==> config.mk <==
export PLATFORM = sky130hd
export DESIGN_NAME = traffic_intersection
export DESIGN_NICKNAME = d
export VERILOG_FILES = /design/src/rtl/traffic_intersection_pkg.sv /design/src/rtl/traffic_intersection_timer.sv /design/src/rtl/traffic_intersection.sv
export SDC_FILE = /design/constraint.sdc
export NUM_CORES = 1
export LEC_CHECK = 0
export CORE_MARGIN = 2
export CORE_UTILIZATION = 40
export CTS_CLUSTER_SIZE = 10
export DETAILED_ROUTE_END_ITERATION = 8
export SYNTH_ARGS = -nofsm -noshare
export SYNTH_HDL_FRONTEND = slang
export SYNTH_HIERARCHICAL = 1
export SYNTH_SLANG_ARGS = --single-unit
==> constraint.sdc <==
create_clock -name clk_i -period 4 [get_ports clk_i]
set_input_delay 0.8 -clock clk_i [delete_from_list [all_inputs] [get_ports clk_i]]
set_output_delay 0.8 -clock clk_i [all_outputs]
set_load 0.02 [all_outputs]
==> src/rtl/traffic_intersection_pkg.sv <==
// traffic_light_package: shared FSM state encoding and phase-timer count type
package traffic_light_package;
  // 3-bit encoding leaves 4..7 unused so a corrupted register is detectable
  typedef enum logic [2:0] {
    ALL_RED = 3'd0,
    GREEN   = 3'd1,
    YELLOW  = 3'd2,
    FLASH   = 3'd3
  } state_t;
  localparam int CNT_W = 16;
  typedef logic [CNT_W-1:0] cnt_t;
endpackage

==> src/rtl/traffic_intersection_timer.sv <==
// phase_timer: loadable down-counter that holds at zero and flags it
module phase_timer
  import traffic_light_package::*;
#(
  parameter cnt_t RST_VAL = '0
) (
  input  logic clk_i,
  input  logic rstn_i,
  input  logic load,
  input  cnt_t load_val,
  output logic zero
);
  cnt_t count;
  assign zero = count == '0;
  // load wins over decrement; reset restarts at the first state's duration
  always_ff @(posedge clk_i)
    if (!rstn_i) count <= RST_VAL;
    else if (load) count <= load_val;
    else if (!zero) count <= count - cnt_t'(1);
endmodule

==> src/rtl/traffic_intersection.sv <==
// traffic_intersection: round-robin signal controller with flash mode; TRAFFIC_INTERSECTION_PED_EN adds walk requests
module traffic_intersection
  import traffic_light_package::*;
#(
  parameter int NUM_PHASES = 4,
  parameter int CYC_GREEN  = 20,
  parameter int CYC_YELLOW = 2,
  parameter int CYC_ALLRED = 2,
  parameter int CYC_FLASH  = 4,
  parameter int CYC_PED    = 10
) (
  input  logic                          clk_i,
  input  logic                          rstn_i,
  input  logic                          flash_i,
`ifdef TRAFFIC_INTERSECTION_PED_EN
  input  logic [NUM_PHASES-1:0]         ped_req_i,
  output logic [NUM_PHASES-1:0]         walk_o,
`endif
  output logic [NUM_PHASES-1:0]         red_o,
  output logic [NUM_PHASES-1:0]         yellow_o,
  output logic [NUM_PHASES-1:0]         green_o,
  output logic [$clog2(NUM_PHASES)-1:0] phase_o,
  output logic                          bad_state_o
);
  localparam int PW = $clog2(NUM_PHASES);
  state_t state, state_next;
  logic [PW-1:0] phase, phase_nx;
  logic [NUM_PHASES-1:0] sel, sel_nx;
  logic zero, load, enter_green, flash_on, ext;
  cnt_t load_val;
  assign phase_o = phase;
  assign sel     = NUM_PHASES'(1) << phase;
  assign sel_nx  = NUM_PHASES'(1) << phase_nx;
  phase_timer #(.RST_VAL(cnt_t'(CYC_ALLRED - 1))) u_timer (
    .clk_i    (clk_i),
    .rstn_i   (rstn_i),
    .load     (load),
    .load_val (load_val),
    .zero     (zero)
  );
  // next state, phase advance and timer reload; illegal encodings fall back to ALL_RED
  always_comb begin
    state_next = ALL_RED;
    case (state)
      ALL_RED: state_next = flash_i ? FLASH : zero ? GREEN : ALL_RED;
      GREEN:   state_next = (flash_i || zero) ? YELLOW : GREEN;
      YELLOW:  state_next = zero ? (flash_i ? FLASH : ALL_RED) : YELLOW;
      FLASH:   state_next = flash_i ? FLASH : ALL_RED;
      default: state_next = ALL_RED;
    endcase
    enter_green = state == ALL_RED && state_next == GREEN;
    phase_nx = enter_green ? (phase == PW'(NUM_PHASES - 1) ? '0 : phase + 1'b1)
             : (state == FLASH && state_next == ALL_RED) ? PW'(NUM_PHASES - 1) : phase;
    load = state_next != state || zero;
    load_val = state_next == GREEN  ? cnt_t'(CYC_GREEN - 1) + (ext ? cnt_t'(CYC_PED) : '0)
             : state_next == YELLOW ? cnt_t'(CYC_YELLOW - 1)
             : state_next == FLASH  ? cnt_t'(CYC_FLASH - 1)
             : cnt_t'(CYC_ALLRED - 1);
  end
  // state and phase registers; last-served phase starts at the top so phase 0 goes first
  always_ff @(posedge clk_i)
    if (!rstn_i) begin
      state <= ALL_RED;
      phase <= PW'(NUM_PHASES - 1);
    end else begin
      state <= state_next;
      phase <= phase_nx;
    end
  // flash lamp phase: on at FLASH entry, flips each time the half-period expires
  always_ff @(posedge clk_i)
    if (!rstn_i) flash_on <= 1'b0;
    else flash_on <= state_next != FLASH ? 1'b0 : state != FLASH ? 1'b1 : flash_on ^ zero;
  // lamp decode; anything outside GREEN/YELLOW/FLASH shows all red
  always_comb begin
    red_o = '1;
    yellow_o = '0;
    green_o = '0;
    bad_state_o = 1'b0;
    case (state)
      GREEN:   begin green_o = sel; red_o = ~sel; end
      YELLOW:  begin yellow_o = sel; red_o = ~sel; end
      FLASH:   begin red_o = '0; yellow_o = {NUM_PHASES{flash_on}}; end
      ALL_RED: bad_state_o = 1'b0;
      default: bad_state_o = 1'b1;
    endcase
  end
`ifdef TRAFFIC_INTERSECTION_PED_EN
  logic [NUM_PHASES-1:0] pend;
  logic walk_on;
  assign ext = pend[phase_nx];
  assign walk_o = (state == GREEN && walk_on) ? sel : '0;
  // latch requests; the served phase clears only on its green entry, so a request during its own green waits a turn
  always_ff @(posedge clk_i)
    if (!rstn_i) begin
      pend <= '0;
      walk_on <= 1'b0;
    end else begin
      pend <= (pend & ~(enter_green ? sel_nx : '0)) | ped_req_i;
      walk_on <= enter_green ? pend[phase_nx] : state_next == GREEN && walk_on;
    end
`else
  assign ext = 1'b0;
`endif
endmodule

==> run metrics <==
Die Width 64.9 um; clock-pin transition on the worst setup and hold timing paths 0.07 ns; CTS max path bufs 2; slowest cell on the critical path nor4_4; TritonRoute pass-1 iters 4; DRT iter0 DRCs 49; cts hold-fix bufs 0; #FFs+latches synth 21; Distinct cells, synth 45; Setup crit start kind register; post-CTS setup buffers 0; Starting Density 41.1%; Crit Path Max Fanout 11; Slew Limit Fails 0; I/O Buffers 17; yosys warns 6; synthesized area 0.00148 mm2; relative slew slack 55.5%; P&R area growth vs syn 19.3%; total of max-cap violations 0; routing usage on met1 18.5%; Critical Path AT 3.74 ns; clk root buf clkbuf_8; Synth Instances 177; first-pass GRT wire length 5.50 mm; drt via density 4.88; Detail Route Antenna Nets 0; dpl cells 249; Most Frequent Cell on Critical Path nor2b_1; # diodes 0; RePlAce Congestion 0.761; WS Path Type register to register; DP Wirelength 2.46 mm; RSZ-0062 raised after global routing no; Routed WL 3.15 mm; gr ovfl total 0; Worst Skew 0.00282 ns; final count of hold timing violations 0; Peak VDD IR 382 uV; initial antenna violation count 0; TritonCTS clock tree built; Setup violations, final 0; DRC Markers 0; measured slew at the worst slew-check pin 0.666 ns; setup TNS 0 ns; grt met3 use 2.08%; total track usage 16.6%; Die Ht 64.9 um; Hold Crit Class register to register; GR Layer Usage met2 31.2%; post_cts resized 0; Max stage delay on crit path 0.50 ns; core footprint 0.00361 mm2; DR vias 1235; pwr dens 816 mW/mm2; layout cells sized above 1 9.27%; busiest grt layer met2; Pleak 0.706 nW; boundary pin count 18; Power Total 1.44 mW; CP Capture Type register; Post-layout nets 219; CP Cell Sequence nor4_4 -> nand4_1 -> inv_1 -> nor2b_1 -> a31oi_1 -> o21ai_2 -> a21oi_2 -> or4_1 -> o31a_1 -> nor2b_1 -> nand2_1 -> o21ai_0; CTS sink cnt 21; die footprint 0.00421 mm2; H-tree Lvls 1; number of global-route vias before repair 1200; post-DR wirelength/cell 12.5 um; Post-synth ARST share 0%; synthesized area per cell 8.37 um2; number of synthesized flops with an enable pin 0; Peak Freq 281 MHz; Post-synth top flop dfxtp_1; largest net degree at the start of global routing 14; post-synthesis sequential area ratio 28.4%; Critical Path RT 4.18 ns; status finished clean; Tcrit/Tclk final 89.0%; Num CTS Buffers 3; fin cells 253; Final Critical Period 3.56 ns; insertion delay to the later sink of the worst-skew pair 0.26 ns; FP Rows 22
-- area by class of cell --
cell class / instances / area, um2
Multi-Input combinational cell: 152 / 1030
Timing Repair Buffer: 18 / 178
Fill cell: 356 / 1840
Tap cell: 48 / 60.1
Sequential cell: 21 / 420
Clock buffer: 4 / 45.0
Inverter: 10 / 37.5
-- critical path: cells and delay by family (launching register included) --
| kind | cells | cell delay, ns |
|---|---|---|
| flops | 1 | 0.37 |
| compound gates | 5 | 0.86 |
| simple gates | 6 | 1.92 |
| buf+inv | 1 | 0.34 |
-- state kept, by name, indices dropped and copies added, names as in the netlist --
register	cells
u_timer/count	16
state	2
phase_o	2
flash_on	1
-- report_power, final --
part / switching (mW) / internal, mW
Clock: 0.0668 / 0.0710
Sequential: 0.120 / 0.303
Combinational: 0.505 / 0.377
-- per-layer routing --
| layer | wire length (um) | vias up |
|---|---|---|
| li1 | - | 658 |
| met1 | 1380 | 556 |
| met2 | 1650 | 14 |
| met3 | 51 | 7 |
| met4 | 72 | 0 |
| met5 | 0 | - |
-- logic make-up after synthesis --
family / Yosys count / synth area share (%)
simple gates: 74 / 31.2
compound gates: 37 / 15.7
flops: 21 / 28.4
buf+inv: 16 / 5.32
xor+xnor: 14 / 8.28
fa+ha+maj: 10 / 8.45
mux: 3 / 2.20
other cells: 2 / 0.507
-- Yosys cell counts, types with 2 or more instances --
cell,n,area [um2]
a21oi_1,9,45.0
a22o_1,2,17.5
a31oi_1,3,18.8
and2_1,3,18.8
and2_2,3,22.5
buf_4,3,22.5
clkbuf_1,2,7.51
conb_1,2,7.51
dfxtp_1,21,420
ha_1,10,125
inv_1,9,33.8
mux2_1,2,22.5
nand2_1,28,105
nand3_1,2,10.0
nand3b_1,2,15.0
nand4_1,3,18.8
nand4b_1,2,17.5
nor2_1,9,33.8
nor2b_1,3,18.8
nor3_1,4,20.0
nor4_1,2,12.5
nor4_4,3,63.8
o211ai_1,3,22.5
o21ai_0,3,15.0
o21ai_1,12,60.1
xnor2_1,5,43.8
xor2_1,9,78.8
-- worst paths after layout --
path	startpoint	endpoint	slack [ns]	cells after the start
setup reg to reg	u_timer/count[7]	u_timer/count[3]	0.44	12
hold reg to reg	u_timer/count[14]	u_timer/count[14]	0.52	2
hold / removal	u_timer/count[14]	u_timer/count[14]	0.52	2
setup / recovery	u_timer/count[7]	u_timer/count[3]	0.44	12
-- through the flow --
step | setup WS [ns] | hold WS, ns | cell area, um2 | utilization [%]
2_1_floorplan | 1.07 | 0.471 | 1530 | -
6_report | 0.441 | 0.518 | 1770 | 49.0
3_3_place_gp | 0.603 | 0.517 | 1720 | 47.8
3_5_place_dp | 0.432 | 0.510 | 1720 | 47.8
4_1_cts | 0.414 | 0.523 | 1770 | 49.0
5_1_grt | 0.0879 | 0.576 | 1770 | 49.0
-- cells in the final DEF, fill, tap and decap left out, types with 2 or more instances in the layout --
master	synthesis	final
a22o_1	2	2
nor4_1	2	2
a21oi_1	9	9
and2_2	3	3
nor4_4	3	3
ha_1	10	10
o21ai_0	3	3
nand4b_1	2	2
nor2b_1	3	3
xor2_1	9	9
o21ai_1	12	12
nand3_1	2	2
dfxtp_1	21	21
nor3_1	4	4
clkdlybuf4s50_1	0	17
mux2_1	2	2
nand4_1	3	3
nor2_1	9	9
conb_1	2	14
o211ai_1	3	3
xnor2_1	5	5
a31oi_1	3	3
and2_1	3	3
nand3b_1	2	2
nand2_1	28	28
clkbuf_8	0	3
inv_1	9	9
No activity file was read; power rests on OpenSTA's default activity.
